$ cat src/rtl/event_player_pkg.sv
// Shared types and default sizes for the event_player timed stimulus driver.
package event_player_pkg;

    localparam int unsigned DEF_DATA_W = 4;
    localparam int unsigned DEF_DLY_W  = 8;
    localparam int unsigned DEF_TIME_W = 16;
    localparam int unsigned DEF_DEPTH  = 4;

    typedef enum logic {
        IDLE = 1'b0,
        WAIT = 1'b1
    } state_e;

    typedef struct packed {
        logic [DEF_DLY_W-1:0]  delay;
        logic [DEF_DATA_W-1:0] value;
    } rec_t;

endpackage

$ cat src/rtl/sync_fifo.sv
// Single-clock record FIFO; full/empty derived from pointers carrying one extra wrap bit.
module sync_fifo
    import event_player_pkg::*;
#(
    parameter type         T     = rec_t,
    parameter int unsigned DEPTH = DEF_DEPTH
) (
    input  logic clock,
    input  logic reset_n,
    input  logic wr_en_i,
    input  T     wr_data_i,
    input  logic rd_en_i,
    output T     rd_data_o,
    output logic full_o,
    output logic empty_o
);

    localparam int unsigned AW = $clog2(DEPTH);

    T               mem_q [DEPTH];
    logic [AW:0]    wr_ptr_q, wr_ptr_d;
    logic [AW:0]    rd_ptr_q, rd_ptr_d;
    logic           do_wr;
    logic           do_rd;

    assign full_o  = (wr_ptr_q[AW] != rd_ptr_q[AW]) && (wr_ptr_q[AW-1:0] == rd_ptr_q[AW-1:0]);
    assign empty_o = (wr_ptr_q == rd_ptr_q);
    assign do_wr   = wr_en_i && !full_o;
    assign do_rd   = rd_en_i && !empty_o;
    assign rd_data_o = mem_q[rd_ptr_q[AW-1:0]];

    always_comb begin
        wr_ptr_d = wr_ptr_q;
        rd_ptr_d = rd_ptr_q;
        if (do_wr) wr_ptr_d = wr_ptr_q + (AW+1)'(1);
        if (do_rd) rd_ptr_d = rd_ptr_q + (AW+1)'(1);
    end

    always_ff @(posedge clock) begin
        if (!reset_n) begin
            wr_ptr_q <= '0;
            rd_ptr_q <= '0;
        end else begin
            wr_ptr_q <= wr_ptr_d;
            rd_ptr_q <= rd_ptr_d;
        end
    end

    // Storage is not reset; only the pointers define validity.
    always_ff @(posedge clock) begin
        if (do_wr) mem_q[wr_ptr_q[AW-1:0]] <= wr_data_i;
    end

endmodule

$ cat src/rtl/event_player.sv
// Timed stimulus driver: replays buffered {delay, value} records onto a held bus,
// strobing out_changed and stamping out_time only on real value changes.
module event_player
    import event_player_pkg::*;
#(
    parameter int unsigned DATA_W = DEF_DATA_W,
    parameter int unsigned DLY_W  = DEF_DLY_W,
    parameter int unsigned TIME_W = DEF_TIME_W,
    parameter int unsigned DEPTH  = DEF_DEPTH
) (
    input  logic              clock,
    input  logic              reset_n,
    input  logic              in_valid,
    output logic              in_ready,
    input  logic [DLY_W-1:0]  in_delay,
    input  logic [DATA_W-1:0] in_value,
    input  logic              hold,
    output logic [DATA_W-1:0] out_value,
    output logic              out_changed,
    output logic [TIME_W-1:0] out_time,
    output logic              busy
);

    state_e              state_q, state_d;
    logic [DLY_W-1:0]    cnt_q, cnt_d;
    logic [DATA_W-1:0]   rec_val_q, rec_val_d;
    logic [DATA_W-1:0]   val_q, val_d;
    logic                chg_q, chg_d;
    logic [TIME_W-1:0]   otime_q, otime_d;
    logic [TIME_W-1:0]   time_q;

    logic                fifo_full, fifo_empty;
    logic                push, pop;
    rec_t                wr_rec, head;

    assign in_ready = !fifo_full;
    assign push     = in_valid && !fifo_full;
    assign wr_rec   = '{delay: DEF_DLY_W'(in_delay), value: DEF_DATA_W'(in_value)};

    sync_fifo #(
        .T     (rec_t),
        .DEPTH (DEPTH)
    ) u_fifo (
        .clock     (clock),
        .reset_n   (reset_n),
        .wr_en_i   (push),
        .wr_data_i (wr_rec),
        .rd_en_i   (pop),
        .rd_data_o (head),
        .full_o    (fifo_full),
        .empty_o   (fifo_empty)
    );

    // Next-state: pop/load, countdown, and apply with change detection.
    always_comb begin
        state_d   = state_q;
        cnt_d     = cnt_q;
        rec_val_d = rec_val_q;
        val_d     = val_q;
        chg_d     = 1'b0;
        otime_d   = otime_q;
        pop       = 1'b0;
        case (state_q)
            IDLE: begin
                if (!fifo_empty && !hold) begin
                    pop       = 1'b1;
                    cnt_d     = DLY_W'(head.delay);
                    rec_val_d = DATA_W'(head.value);
                    state_d   = WAIT;
                end
            end
            WAIT: begin
                if (!hold) begin
                    if (cnt_q != '0) begin
                        cnt_d = cnt_q - DLY_W'(1);
                    end else begin
                        val_d = rec_val_q;
                        if (rec_val_q != val_q) begin
                            chg_d   = 1'b1;
                            otime_d = time_q;
                        end
                        // Chain straight into the next record to keep delay+1 spacing.
                        if (!fifo_empty) begin
                            pop       = 1'b1;
                            cnt_d     = DLY_W'(head.delay);
                            rec_val_d = DATA_W'(head.value);
                        end else begin
                            state_d = IDLE;
                        end
                    end
                end
            end
            default: state_d = IDLE;
        endcase
    end

    always_ff @(posedge clock) begin
        if (!reset_n) begin
            state_q   <= IDLE;
            cnt_q     <= '0;
            rec_val_q <= '0;
            val_q     <= '0;
            chg_q     <= 1'b0;
            otime_q   <= '0;
            time_q    <= '0;
        end else begin
            state_q   <= state_d;
            cnt_q     <= cnt_d;
            rec_val_q <= rec_val_d;
            val_q     <= val_d;
            chg_q     <= chg_d;
            otime_q   <= otime_d;
            time_q    <= time_q + TIME_W'(1);
        end
    end

    assign out_value   = val_q;
    assign out_changed = chg_q;
    assign out_time    = otime_q;
    assign busy        = (state_q == WAIT) || !fifo_empty;

endmodule

$ cat config.mk
export PLATFORM = sky130hd
export DESIGN_NAME = event_player
export DESIGN_NICKNAME = d
export VERILOG_FILES = /design/src/rtl/event_player_pkg.sv /design/src/rtl/sync_fifo.sv /design/src/rtl/event_player.sv
export SDC_FILE = /design/constraint.sdc
export NUM_CORES = 1
export LEC_CHECK = 0
export BUFFER_PORTS_ARGS = -buffer_cell sky130_fd_sc_hd__buf_2
export CORE_MARGIN = 4
export CORE_UTILIZATION = 63
export CTS_CLUSTER_DIAMETER = 80
export DETAILED_ROUTE_END_ITERATION = 8
export PLACE_DENSITY_LB_ADDON = 0.3
export SYNTH_ARGS = -nofsm -noshare
export SYNTH_HDL_FRONTEND = slang
export SYNTH_HIERARCHICAL = 1
export SYNTH_SLANG_ARGS = --single-unit
$ cat constraint.sdc
create_clock -name clock -period 6.65 [get_ports clock]
set_input_delay 0 -clock clock [delete_from_list [all_inputs] [get_ports clock]]
set_output_delay 0 -clock clock [all_outputs]
set_load 0.02 [all_outputs]
* Yosys cells after proc, flatten, opt, wreduce, memory -nomap -nowiden
Memory sizes are Yosys's and may differ from the RTL's. A register that Yosys moved wholly into a read port is not among the register bits.
Cells that the tools add are included.
** Storage, ports and cells
- Register bits :: 56
- RAM bits :: 48
- Input port bits :: 16
- Output and inout bits :: 23
- Word-level logic and storage cells :: 65
- Memories :: 1
** Cells by class
- Add/sub/neg operators :: 4
- Eq/ne operators :: 9
- Multiplexer cells :: 23
- Bitwise logic cells :: 4
- Reduce and logical (&&, ||, !) cells :: 15
** Memory list
- u_fifo.mem_q :: depth 4, bits a word 12, read ports 1, clocked after memory_dff 1, write ports 1, line sync_fifo.sv:20 : T mem_q [DEPTH];
** Operator list (count)
- 2-to-1 mux 8 bit :: 4
- adder 16 x 1 -> 16 bit, second input constant :: 1
- 2-to-1 mux 4 bit :: 4
- one-hot mux 8 bit (2 select lines) :: 1
- 2-to-1 mux 1 bit :: 9
- inequality test 2 bit, second input constant :: 4
- one-hot mux 4 bit (2 select lines) :: 1
- AND reduction 4 bit :: 2
- nonzero test 8 bit :: 1
- subtractor 8 x 1 -> 8 bit, second input constant :: 1
- adder 3 x 1 -> 3 bit, second input constant :: 2
- AND reduction 3 bit :: 2
- logical AND 1 bit :: 5
- 2-to-1 mux 2 bit :: 2
- inequality test 4 bit :: 1
- NOT 1 bit :: 4
- one-hot mux 1 bit (2 select lines) :: 2
- OR reduction 4 bit :: 1
- == test 3 bit :: 1
- logical NOT 1 bit :: 3
- inequality test 3 x 2 -> 1 bit, second input constant :: 1
- == test 2 bit :: 1
- logical OR 1 bit :: 1
- inequality test 1 bit :: 1

* Longest topological paths before layout
Gate-level depths: netlist of the first run.
- Word-level depth :: 8
- Depth in mapped cells :: 10
- Depth with buffers taken out :: 8

* Hierarchy
Netlist of the first run, hierarchy kept.
** Modules (own cells, without submodules)
- event_player :: times used 1, cells an instance 285, area an instance 2412.3 µm², sequential area each 1001.0 µm²
- sync_fifo :: times used 1, cells an instance 130, area an instance 2294.7 µm², sequential area each 1601.5 µm²

* Least setup slack after synthesis of the first run
OpenSTA, ideal clock, no wires.
- Path type :: register -> register
- Start point :: register u_fifo.wr_ptr_q[0]
- End point :: register u_fifo.rd_ptr_q[2]
- Data arrival time :: 2336 ps
- Required time :: 6530 ps
- Path slack :: 4195 ps
- Stages on the path, launching flop included :: 10
- Clock period less this slack :: 2455 ps
- Cell sequence :: dfxtp_1 xor2_1 nor3_1 or2_2 clkbuf_1 clkbuf_1 nor2_1 nand2_1 and2_1 o31a_1
** Between the ends
- Cells in the longest elaborated chain, start to end :: 6
- Elaborated cells between the ends (all ways) :: 9
** RTL lines
- start, declared :: line sync_fifo.sv:21 : logic [AW:0] wr_ptr_q, wr_ptr_d;
- start signal, assigned :: line sync_fifo.sv:44 : wr_ptr_q <= wr_ptr_d;
- == test 3 bit * :: line sync_fifo.sv:27 : assign empty_o = (wr_ptr_q == rd_ptr_q);
- net fifo_empty :: line event_player.sv:32 : logic fifo_full, fifo_empty;
- 2-to-1 mux 1 bit or logical NOT 1 bit (tied branches) :: line event_player.sv:83, event_player.sv:65
- 2-to-1 mux 1 bit or logical AND 1 bit (tied branches) :: line event_player.sv:74, event_player.sv:65
- 2-to-1 mux 1 bit, on equally long branches :: line event_player.sv:73, event_player.sv:65
- one-hot mux 1 bit (2 select lines) * :: line event_player.sv:63 : case (state_q)
- net pop :: line event_player.sv:33 : logic push, pop;
- logical AND 1 bit * :: line sync_fifo.sv:29 : assign do_rd = rd_en_i && !empty_o;
- end signal, assigned :: line sync_fifo.sv:45 : rd_ptr_q <= rd_ptr_d;
- end, declared :: line sync_fifo.sv:22 : logic [AW:0] rd_ptr_q, rd_ptr_d;
The timed path passes the listed nets; every way through them passes the cells marked *.
A chain may end at the register's enable or synchronous reset.

* Final worst setup path of the first run
- Start point :: register u_fifo.wr_ptr_q[0]
- End point :: memory u_fifo/mem_q[3][10] (netlist bit), enable pin
** Between the ends
- Cells in the longest elaborated chain, start to end :: 7
** RTL lines
- == test 2 bit :: line sync_fifo.sv:26 : assign full_o = (wr_ptr_q[AW] != rd_ptr_q[AW]) && (wr_ptr_q[AW-1:0] == rd_ptr_q[AW-1:0]);
- logical AND 1 bit :: line sync_fifo.sv:26
- net fifo_full :: line event_player.sv:32
- logical NOT 1 bit :: line event_player.sv:37 : assign push = in_valid && !fifo_full;
- logical AND 1 bit :: line event_player.sv:37
- net push :: line event_player.sv:33
- logical AND 1 bit :: line sync_fifo.sv:28 : assign do_wr = wr_en_i && !full_o;
- 2-to-1 mux 1 bit :: line sync_fifo.sv:51 : if (do_wr) mem_q[wr_ptr_q[AW-1:0]] <= wr_data_i;
- 2-to-1 mux 1 bit (not written as such) :: line sync_fifo.sv:51
- end, declared :: line sync_fifo.sv:20
The timed path passes the listed nets, and every way through them passes these cells.

==> out/qor_table.md, run 1 <==
| Result | This run | Unit |
|---|---|---|
| Met2 wire len | 4.912 | mm |
| Post-CTS setup-driven buffer insertion count | 0 | - |
| Final number of hold-violating endpoints | 0 | - |
| Commonest register cell after synthesis | sky130_fd_sc_hd__dfxtp_1 | - |
| Number of buffers created by CTS | 9 | - |
| Routed length on met1 | 4.170 | mm |
| Netlist Area Pre-Place | 0.004707 | mm² |
| Number of maximum-capacitance constraint violations | 0 | - |
| Layout overhead on the synthesized area | 11.54 | % |
| Post-synthesis net count | 439 | - |
| Vias per inst | 6.138 | - |
| Remaining routing DRC violations | 0 | - |
| Length of routed met3 wiring | 621 | µm |
| Die height | 94.44 | µm |
| Syn Area/Cell | 11.34 | µm² |
| Clock tree from TritonCTS | built | - |
| Slowest library cell on the worst path | sky130_fd_sc_hd__nor2_1 | - |
| Arrival time of the worst setup path | 2.79 | ns |
| Flip-flop and latch count after synthesis | 106 | - |
| Static leakage | 1.881 | nW |
| Cell chosen for the clock root | sky130_fd_sc_hd__clkbuf_8 | - |
| Global-route wire length before repair | 16.46 | mm |
| Setup total negative slack | 0 | ns |
| Top routing layer in use | met4 | - |
| Critical-path cell list | xor2_1, nor3_1, nor2b_1, nand2_1, nor2_1 | - |
| Worst-Skew Late Latency | 0.37 | ns |
| Final setup skew | 0.008011 | ns |
| Final estimated routing congestion in global placement | 0.8742 | - |
| Number of endpoints failing setup at the final stage | 0 | - |
| Number of sinks driven by the clock tree | 106 | - |
| Asr flop ratio synth | 0 | % |
| Post-Place Setup Slack | 3.899 | ns |
| CTS hold repair buffers | 13 | - |
| Relative max-transition margin | 24.79 | % |
| Peak supply drop | 232.3 | µV |
| Post-synthesis cell type count | 54 | - |
| Std-Cell Core Area | 0.007253 | mm² |
| Clock-pin slew on the worst setup and hold paths | 0.10 | ns |
| Congestion Overflow GR | 0 | - |
| Slew at the pin with the worst max-slew slack | 1.124 | ns |
| Number of antenna violations at the first check in global routing | 0 | - |
| Kind of end point of the critical path | register | - |
| Result of the run | finished clean | - |
| CTS resizes | 0 | - |
| Post-synthesis cell count | 415 | - |
| Total iterations of the first detailed-routing run | 7 | - |
| Port bufs | 38 | - |
| Antenna Nets Post-Route | 0 | - |
| Effective utilization at floorplan | 64.90 | % |
| Final worst setup slack | 3.857 | ns |
| Net count, final | 480 | - |
| Fraction of layout instances using a drive strength above 1 | 15.62 | % |
| Endpoint required time on the critical path | 6.65 | ns |
| CTS max path bufs | 2 | - |
| PwrDens | 357.7 | mW/mm² |
| Path class of the lowest-slack min-delay path | in2reg | - |
| Crit-path max FO | 12 | - |
| Top area cells in the synthesized netlist | sky130_fd_sc_hd__edfxtp_1, sky130_fd_sc_hd__dfxtp_1, sky130_fd_sc_hd__mux4_2, sky130_fd_sc_hd__nand3_1, sky130_fd_sc_hd__o21ai_0 | - |
| Top cell type by total area after synthesis | sky130_fd_sc_hd__edfxtp_1 | - |
| Kind of start point of the critical path | register | - |
| Drt total wl | 9.851 | mm |
| Max stage delay on crit path | 0.87 | ns |
| Unrepaired setup endpoints after global routing | no | - |
| Top-area cell type share of the netlist area | 30.62 | % |
| Die span in x | 94.44 | µm |
| Number of design-rule violations left by the first detailed-router iteration | 249 | - |
| Crit Path Class | reg2reg | - |
| Highest clock rate | 358.0 | MHz |
| Vias | 3,437 | - |
| Via count of the first global-routing pass | 3,313 | - |
| Hpwl dp | 6.347 | mm |
| Final design utilization | 72.38 | % |
| Final period util | 42.01 | % |
| Min Clock Period, post-route | 2.793 | ns |
| FP Rows | 31 | - |
| Yosys warning count | 6 | - |
| N_diodes | 0 | - |
| Fill cell count | 525 | - |
| Number of non-filler instances in the completed layout | 560 | - |
| Most numerous cell types in the synthesized netlist | sky130_fd_sc_hd__dfxtp_1, sky130_fd_sc_hd__edfxtp_1, sky130_fd_sc_hd__nand3_1 | - |
| CTS H-tree lvls | 3 | - |
| Most frequent cell after synthesis | sky130_fd_sc_hd__dfxtp_1 | - |
| Overall routing resource usage | 23.96 | % |
| Final number of max-transition violations | 0 | - |
| Total I/O pin count | 39 | - |
| Maximum number of pins on one net before global-route repair | 54 | - |
| Cell count after placement | 531 | - |
| Overall die area | 0.008918 | mm² |
| Share of the yosys chip area belonging to registers | 55.29 | % |
| Number of enable flip-flop cells after synthesis | 48 | - |
| Average wire per standard cell | 17.59 | µm |
[cells in the final DEF (no fill, tap or decap), drive strengths merged, types with 3 or more instances in the layout]
cell type     n
dfxtp        58
edfxtp       48
buf          39
nand3        34
o21ai        31
nand2        24
a21boi       21
a21oi        15
and2         13
dlygate4sd3  13
xnor2        12
mux4         12
inv          12
nand2b       11
nor2          9
clkbuf        9
ha            8
nor3          8
nand4         7
xor2          6
and4          5
o211ai        5
mux2i         5
nor2b         4
or3           4
nand3b        4
a211o         4
or4           3
a31oi         3
and3          3
clkinv        3
[report_power, final]
part	leakage (nW)	switching (mW)	total, mW	internal [mW]
clock	0.0894	0.237	0.380	0.143
combinational	0.880	0.402	0.633	0.231
sequential	0.911	0.0914	0.866	0.774
[routing by layer]
metal / vias up / track usage, %
met5: - / 0
met4: 0 / 9.146
met3: 17 / 3.586
met2: 147 / 39.83
met1: 1635 / 31.92
li1: 1638 / -
[cell type report]
class                   instances  area [µm²]  share of cell area (%)
flip-flops and latches        106        2603                   49.57
multi-input cells             277        1973                   37.58
repair buffers                 52       327.8                   6.244
clock buffers                   9       123.9                   2.359
clock inverters                 7       61.31                   1.168
well taps                      99       123.9                   2.359
inverters                      10       37.54                  0.7150
[worst paths after layout]
check | startpoint | end | slack, ns | cells after the start
setup / recovery | u_fifo/wr_ptr_q[0] | u_fifo/mem_q[3][10] | 3.86 | 5
hold / removal | in_valid | u_fifo/wr_ptr_q[1] | 0.18 | 4
setup reg to reg | u_fifo/wr_ptr_q[0] | u_fifo/mem_q[3][10] | 3.86 | 5
hold reg to reg | out_time[1] | out_time[1] | 0.48 | 2
[stage by stage]
stage               hold WS, ns  power [mW]  area [µm²]
finish                   0.1838       1.878        5250
global route             0.1987       1.994        5250
CTS                      0.1748       1.864        5250
detailed placement       0.2150       1.491        4935
global placement         0.2131       1.478        4935
floorplan               0.09887       1.341        4707
[worst max-delay path: cells and delay by family (launching register included)]
kind / cells / cell delay [ns]
xor+xnor: 1 / 0.43
flops: 1 / 0.47
simple gates: 4 / 1.51
[flip-flops by register name, indices dropped and copies added (netlist names), named ones only]
signal	flops
u_fifo/mem_q	48
state_q	1
u_fifo/wr_ptr_q	3
out_value	4
time_q	16
cnt_q	8
u_fifo/rd_ptr_q	3
out_time	16
rec_val_q	4
out_changed	1
[cell families after synthesis]
logic type               count (synthesis)  share of synthesized area (%)
multiplexers                            17                          6.805
AND/OR/NAND/NOR                        136                          15.95
flip-flops                             106                          55.29
buffers and inverters                   32                          2.897
XOR/XNOR                                18                          3.349
adder cells (fa/ha/maj)                  8                          2.127
AO/OA/AOI/OAI                           98                          13.58
Power figures use the tool's default switching activity.
==> run 2: changes to the inputs <==
Settings changed: CORE_UTILIZATION 63 to 54.
Clock period 6.65 ns to 2.3 ns, I/O delays scaled along.
==> run 2 against run 1 <==
Effect of this change:
- clock power rose to 3.1 times the previous value
- utilization decreased by 6.0 points
- critical path depth increased by 2
- via count is 1.1% higher
- sequential share of layout area is 2.5 points lower
- design area is 5.4% higher
- worst hold slack better by 0.029 ns
- power grew to 3.1 times the previous value
- register-to-register slack lost 3.7 ns
==> out/qor_table.md, run 2 (same netlist as run 1, synthesis figures left out) <==
| Result | This run | Unit | Change |
|---|---|---|---|
| Result of the run | finished clean | - |  |
| Die span in x | 101.4 | µm | +7.3% |
| Most common cell after layout, fill and taps aside | sky130_fd_sc_hd__dfxtp_1 | - |  |
| Worst Hold Launch | in_valid | - |  |
| Worst Hold Margin | 0.2125 | ns | +0.02865 ns |
| Drt total wl | 10.16 | mm | +3.1% |
| Hold Crit Depth | 5 | - | +1 |
| Number of maximum-capacitance constraint violations | 0 | - | unchanged |
| Slew at the pin with the worst max-slew slack | 0.7834 | ns | -0.3406 ns |
| Final setup skew | 0.01462 | ns | +0.006611 ns |
| Total I/O pin count | 39 | - | unchanged |
| Fill cell count | 631 | - | +20% |
| Net count, final | 506 | - | +5.4% |
| Endpoint required time on the critical path | 2.59 | ns | -4.06 ns |
| Largest register FFs | 48 | - | unchanged |
| CTS max path bufs | 2 | - | unchanged |
| PwrDens | 1059 | mW/mm² | +200% |
| Port bufs | 38 | - | unchanged |
| Std-Cell Core Area | 0.008341 | mm² | +15% |
| Clock-pin slew on the worst setup and hold paths | 0.12 | ns | +0.02 ns |
| Congestion Overflow GR | 0 | - | unchanged |
| Overall die area | 0.01027 | mm² | +15% |
| Average wire per standard cell | 17.16 | µm | -2.4% |
| Number of design-rule violations left by the first detailed-router iteration | 192 | - | -23% |
| Cell chosen for the clock root | sky130_fd_sc_hd__clkbuf_8 | - |  |
| Maximum number of pins on one net before global-route repair | 54 | - | unchanged |
| Relative max-transition margin | 47.77 | % | +23 points |
| Logic depth of the worst register-to-register path | 7 | - | +2 |
| Die height | 101.4 | µm | +7.3% |
| Commonest cells after routing, fill and taps aside | sky130_fd_sc_hd__dfxtp_1, sky130_fd_sc_hd__edfxtp_1, sky130_fd_sc_hd__buf_2 | - |  |
| Effective utilization at floorplan | 56.44 | % | -8.5 points |
| Layout overhead on the synthesized area | 17.54 | % |  |
| Final number of hold-violating endpoints | 0 | - | unchanged |
| Clock tree from TritonCTS | built | - |  |
| Final period util | 94.97 | % | +53 points |
| Crit Path Class | reg2reg | - |  |
| Path class of the lowest-slack min-delay path | in2reg | - |  |
| FP Rows | 33 | - | +6.5% |
| Antenna Nets Post-Route | 0 | - | unchanged |
| Peak supply drop | 544.5 | µV | +130% |
| Post-CTS setup-driven buffer insertion count | 0 | - | unchanged |
| Arrival time of the worst setup path | 2.47 | ns | -0.32 ns |
| Final estimated routing congestion in global placement | 0.8740 | - | about the same |
| CTS H-tree lvls | 3 | - | unchanged |
| Worst-Skew Late Latency | 0.38 | ns | about the same |
| Number of buffers created by CTS | 9 | - | unchanged |
| Hpwl dp | 6.701 | mm | +5.6% |
| Setup slack of the worst register-to-register path | 0.12 | ns | -3.74 ns |
| Total iterations of the first detailed-routing run | 4 | - | -3 |
| Launch instance of the worst register-to-register path | u_fifo/wr_ptr_q[0] | - |  |
| Kind of start point of the critical path | register | - |  |
| Setup total negative slack | 0 | ns | unchanged |
| Vias | 3,476 | - | +1.1% |
| Number of endpoints failing setup at the final stage | 0 | - | unchanged |
| Number of antenna violations at the first check in global routing | 0 | - | unchanged |
| Min Clock Period, post-route | 2.184 | ns | -0.6091 ns |
| Unrepaired setup endpoints after global routing | no | - |  |
| Highest clock rate | 457.8 | MHz | +28% |
| Vias per inst | 5.872 | - | -4.3% |
| FF-to-FF End | u_fifo/rd_ptr_q[2] | - |  |
| Crit-path max FO | 7 | - | -5 |
| Global-route wire length before repair | 17.01 | mm | +3.3% |
| Via count of the first global-routing pass | 3,396 | - | +2.5% |
| N_diodes | 0 | - | unchanged |
| CTS resizes | 0 | - | unchanged |
| Overall routing resource usage | 21.30 | % | -2.7 points |
| Hold EP | u_fifo/wr_ptr_q[1] | - |  |
| Number of sinks driven by the clock tree | 106 | - | unchanged |
| Kind of end point of the critical path | register | - |  |
| Remaining routing DRC violations | 0 | - | unchanged |
| Final number of max-transition violations | 0 | - | unchanged |
| Fraction of layout instances using a drive strength above 1 | 20.74 | % | +5.1 points |
| Static leakage | 2.033 | nW | +8.1% |
[run 2: area by class of cell]
type                       instances  area (µm²)  area share [%]
timing repair buffer              78       560.5           10.13
clock inverter                     7       86.33           1.560
sequential                       106        2603           47.04
inverter                          10       37.54          0.6784
clock buffer                       9       123.9           2.239
tap                              105       131.4           2.374
multi-input combinational        277        1991           35.98
[run 2: repair_timing]
item	in CTS	in global routing
setup endpoints to repair	0	0
hold buffers	13	0
endpoints found under the hold margin	49	0
[run 2: routing by layer]
| layer | GRT usage [%] | part of all wire, % | vias to the layer above |
|---|---|---|---|
| met5 | 0 | 0 | - |
| met4 | 7.669 | 0.71 | 0 |
| met3 | 3.168 | 6.3 | 6 |
| met2 | 35.31 | 49 | 125 |
| met1 | 28.61 | 44 | 1661 |
| li1 | - | - | 1684 |
[run 2: worst max path at each step]
stage / start / depth (start not counted) / end
2_1_floorplan: u_fifo/wr_ptr_q[0] / 9 / u_fifo/rd_ptr_q[2]
3_3_place_gp: u_fifo/wr_ptr_q[0] / 7 / u_fifo/rd_ptr_q[2]
3_5_place_dp: u_fifo/wr_ptr_q[0] / 7 / u_fifo/rd_ptr_q[2]
4_1_cts: u_fifo/wr_ptr_q[0] / 7 / u_fifo/rd_ptr_q[2]
5_1_grt: u_fifo/wr_ptr_q[0] / 7 / u_fifo/rd_ptr_q[2]
6_report: u_fifo/wr_ptr_q[0] / 7 / u_fifo/rd_ptr_q[2]
[run 2: critical path, cell delays in order (launching register included)]
cell and delay [ns]:
sky130_fd_sc_hd__dfxtp_1 0.51, sky130_fd_sc_hd__xor2_2 0.35, sky130_fd_sc_hd__nor3_1 0.12, sky130_fd_sc_hd__or2_2 0.33
sky130_fd_sc_hd__nor2_2 0.21, sky130_fd_sc_hd__nand2_1 0.13, sky130_fd_sc_hd__and2_1 0.17, sky130_fd_sc_hd__o31a_1 0.28
[run 2: report_power, final]
part	internal, mW	switching [mW]
sequential	2.24	0.204
combinational	0.941	1.30
clock	0.444	0.739
total	3.62	2.24
[run 2: through the flow]
step	worst slack [ns]	instance area (µm²)	util [%]	cells	power (mW)
after floorplan	0.02590	4725	-	415	3.896
after global placement	0.2532	5192	62.26	563	4.602
after detailed placement	0.1733	5192	62.26	563	4.648
after CTS	0.1536	5533	66.34	592	5.858
after global routing	0.01056	5533	66.34	592	6.216
final	0.1157	5533	66.34	592	5.862
==> run 3: changes to the inputs <==
Settings changed: BUFFER_PORTS_ARGS -buffer_cell sky130_fd_sc_hd__buf_2 to -buffer_cell sky130_fd_sc_hd__buf_4.
==> run 3 against run 2 <==
Effect of this change:
- clock-buffer cell count unchanged
- global-route usage grew 0.32 points
- via count is 1.6% higher
==> out/qor_table.md, run 3 (same netlist as run 1, synthesis figures left out) <==
| Result | This run | Unit | Change |
|---|---|---|---|
| Power consumption | 6.072 | mW | +3.6% |
| Arrival time of the worst setup path | 2.44 | ns | -0.03 ns |
| FP Rows | 33 | - | unchanged |
| Number of maximum-capacitance constraint violations | 0 | - | unchanged |
| Drt total wl | 10.41 | mm | +2.4% |
| Highest clock rate | 470.0 | MHz | +2.7% |
| Kind of start point of the critical path | register | - |  |
| CTS max path bufs | 2 | - | unchanged |
| Std-Cell Core Area | 0.008341 | mm² | unchanged |
| Min Clock Period, post-route | 2.127 | ns | -0.05682 ns |
| Endpoint required time on the critical path | 2.61 | ns | +0.02 ns |
| Crit Path Class | reg2reg | - |  |
| Vias per inst | 5.978 | - | +1.8% |
| Cell chosen for the clock root | sky130_fd_sc_hd__clkbuf_8 | - |  |
| Clock tree from TritonCTS | built | - |  |
| Commonest cells after routing, fill and taps aside | sky130_fd_sc_hd__buf_4, sky130_fd_sc_hd__dfxtp_1, sky130_fd_sc_hd__edfxtp_1 | - |  |
| Final setup skew | 0.01242 | ns | -0.002199 ns |
| Total iterations of the first detailed-routing run | 6 | - | +2 |
| Peak supply drop | 701.4 | µV | +29% |
| Die span in x | 101.4 | µm | unchanged |
| Maximum number of pins on one net before global-route repair | 54 | - | unchanged |
| Global-route wire length before repair | 17.32 | mm | +1.8% |
| Hpwl dp | 6.942 | mm | +3.6% |
| Port bufs | 38 | - | unchanged |
| Antenna Nets Post-Route | 0 | - | unchanged |
| Slew at the pin with the worst max-slew slack | 0.5498 | ns | -0.2336 ns |
| Post-CTS setup-driven buffer insertion count | 0 | - | unchanged |
| Unrepaired setup endpoints after global routing | no | - |  |
| Sequential cell area | 0.002604 | mm² | about the same |
| Final estimated routing congestion in global placement | 0.8908 | - | +1.9% |
| Relative max-transition margin | 63.35 | % | +16 points |
| Final design utilization | 67.91 | % | +1.6 points |
| Fraction of layout instances using a drive strength above 1 | 20.78 | % | +0.043 points |
| Result of the run | finished clean | - |  |
| Vias | 3,533 | - | +1.6% |
| Die height | 101.4 | µm | unchanged |
| Kind of end point of the critical path | register | - |  |
| Path class of the lowest-slack min-delay path | in2reg | - |  |
| PwrDens | 1072 | mW/mm² | +1.2% |
| Total area of multi-input combinational cells | 0.001991 | mm² | unchanged |
| Final number of max-transition violations | 0 | - | unchanged |
| Remaining routing DRC violations | 0 | - | unchanged |
| Setup total negative slack | 0 | ns | unchanged |
| Effective utilization at floorplan | 56.44 | % | unchanged |
| Number of buffers created by CTS | 9 | - | unchanged |
| Via count of the first global-routing pass | 3,358 | - | -1.1% |
| Number of design-rule violations left by the first detailed-router iteration | 211 | - | +9.9% |
| Final number of hold-violating endpoints | 0 | - | unchanged |
| Overall die area | 0.01027 | mm² | unchanged |
| Number of sinks driven by the clock tree | 106 | - | unchanged |
| Total I/O pin count | 39 | - | unchanged |
| CTS H-tree lvls | 3 | - | unchanged |
| Overall routing resource usage | 21.63 | % | +0.32 points |
| Layout overhead on the synthesized area | 20.33 | % |  |
| Crit-path max FO | 7 | - | unchanged |
| Number of endpoints failing setup at the final stage | 0 | - | unchanged |
| Final period util | 92.50 | % | -2.5 points |
| Clock-pin slew on the worst setup and hold paths | 0.10 | ns | -0.02 ns |
| Largest register FFs | 48 | - | unchanged |
| Average wire per standard cell | 17.61 | µm | +2.6% |
| Number of antenna violations at the first check in global routing | 0 | - | unchanged |
| Worst-Skew Late Latency | 0.38 | ns | about the same |
| N_diodes | 0 | - | unchanged |
| Setup slack of the worst register-to-register path | 0.17 | ns | +0.06 ns |
| Static leakage | 2.062 | nW | +1.4% |
| Most common cell after layout, fill and taps aside | sky130_fd_sc_hd__buf_4 | - |  |
| Fill cell count | 633 | - | +0.32% |
| Net count, final | 505 | - | -0.20% |
| Congestion Overflow GR | 0 | - | unchanged |
## run 3: layout make-up
type                    instances  share of cell area, %
clock buffers                   9                  2.187
clock inverters                 7                  2.054
flip-flops and latches        106                  45.97
inverters                      10                 0.6627
well taps                     105                  2.319
repair buffers                 77                  11.66
multi-input cells             277                  35.14
## run 3: final timing paths
| check | startpoint | cells after the start | to |
|---|---|---|---|
| min reg2reg | out_time[13] | 2 | out_time[13] |
| max | u_fifo/rd_ptr_q[0] | 7 | u_fifo/wr_ptr_q[2] |
| min | reset_n | 2 | u_fifo/rd_ptr_q[2] |
| max reg2reg | u_fifo/rd_ptr_q[0] | 7 | u_fifo/wr_ptr_q[2] |
## run 3: critical path, cell delays in order, from the launching register on
cell and delay [ns]:
sky130_fd_sc_hd__dfxtp_1 0.50, sky130_fd_sc_hd__xor2_2 0.32, sky130_fd_sc_hd__nor3_1 0.15, sky130_fd_sc_hd__nor2b_1 0.19, sky130_fd_sc_hd__buf_4 0.16, sky130_fd_sc_hd__nand2_1 0.12, sky130_fd_sc_hd__or4_1 0.44, sky130_fd_sc_hd__a31oi_1 0.17
## run 3: metrics by stage
stage	hold WS, ns	area, µm²	setup slack (ns)	cells
floorplan	0.09887	4725	0.02590	415
global placement	0.1989	5293	0.2415	562
detailed placement	0.2017	5293	0.1753	562
CTS	0.06591	5663	0.1638	591
global route	0.08450	5664	0.002188	591
finish	0.08499	5664	0.1725	591
## run 3: report_power, final
group | switching, mW | internal, mW | total (mW)
Combinational | 1.34 | 0.953 | 2.29
Sequential | 0.203 | 2.24 | 2.44
Clock | 0.696 | 0.645 | 1.34
## run 3: timing repair
action	in CTS	in global routing
endpoints found under the hold margin	50	0
endpoints found under the setup margin	0	25
gates resized for setup	0	1
hold buffers	13	0
## run 3: layer usage
metal,up-vias,global-route usage (%),wire length (µm)
li1,1685,-,-
met1,1733,29.19,4642
met2,103,35.21,5089
met3,12,5.028,521
met4,0,6.033,154
met5,-,0,0
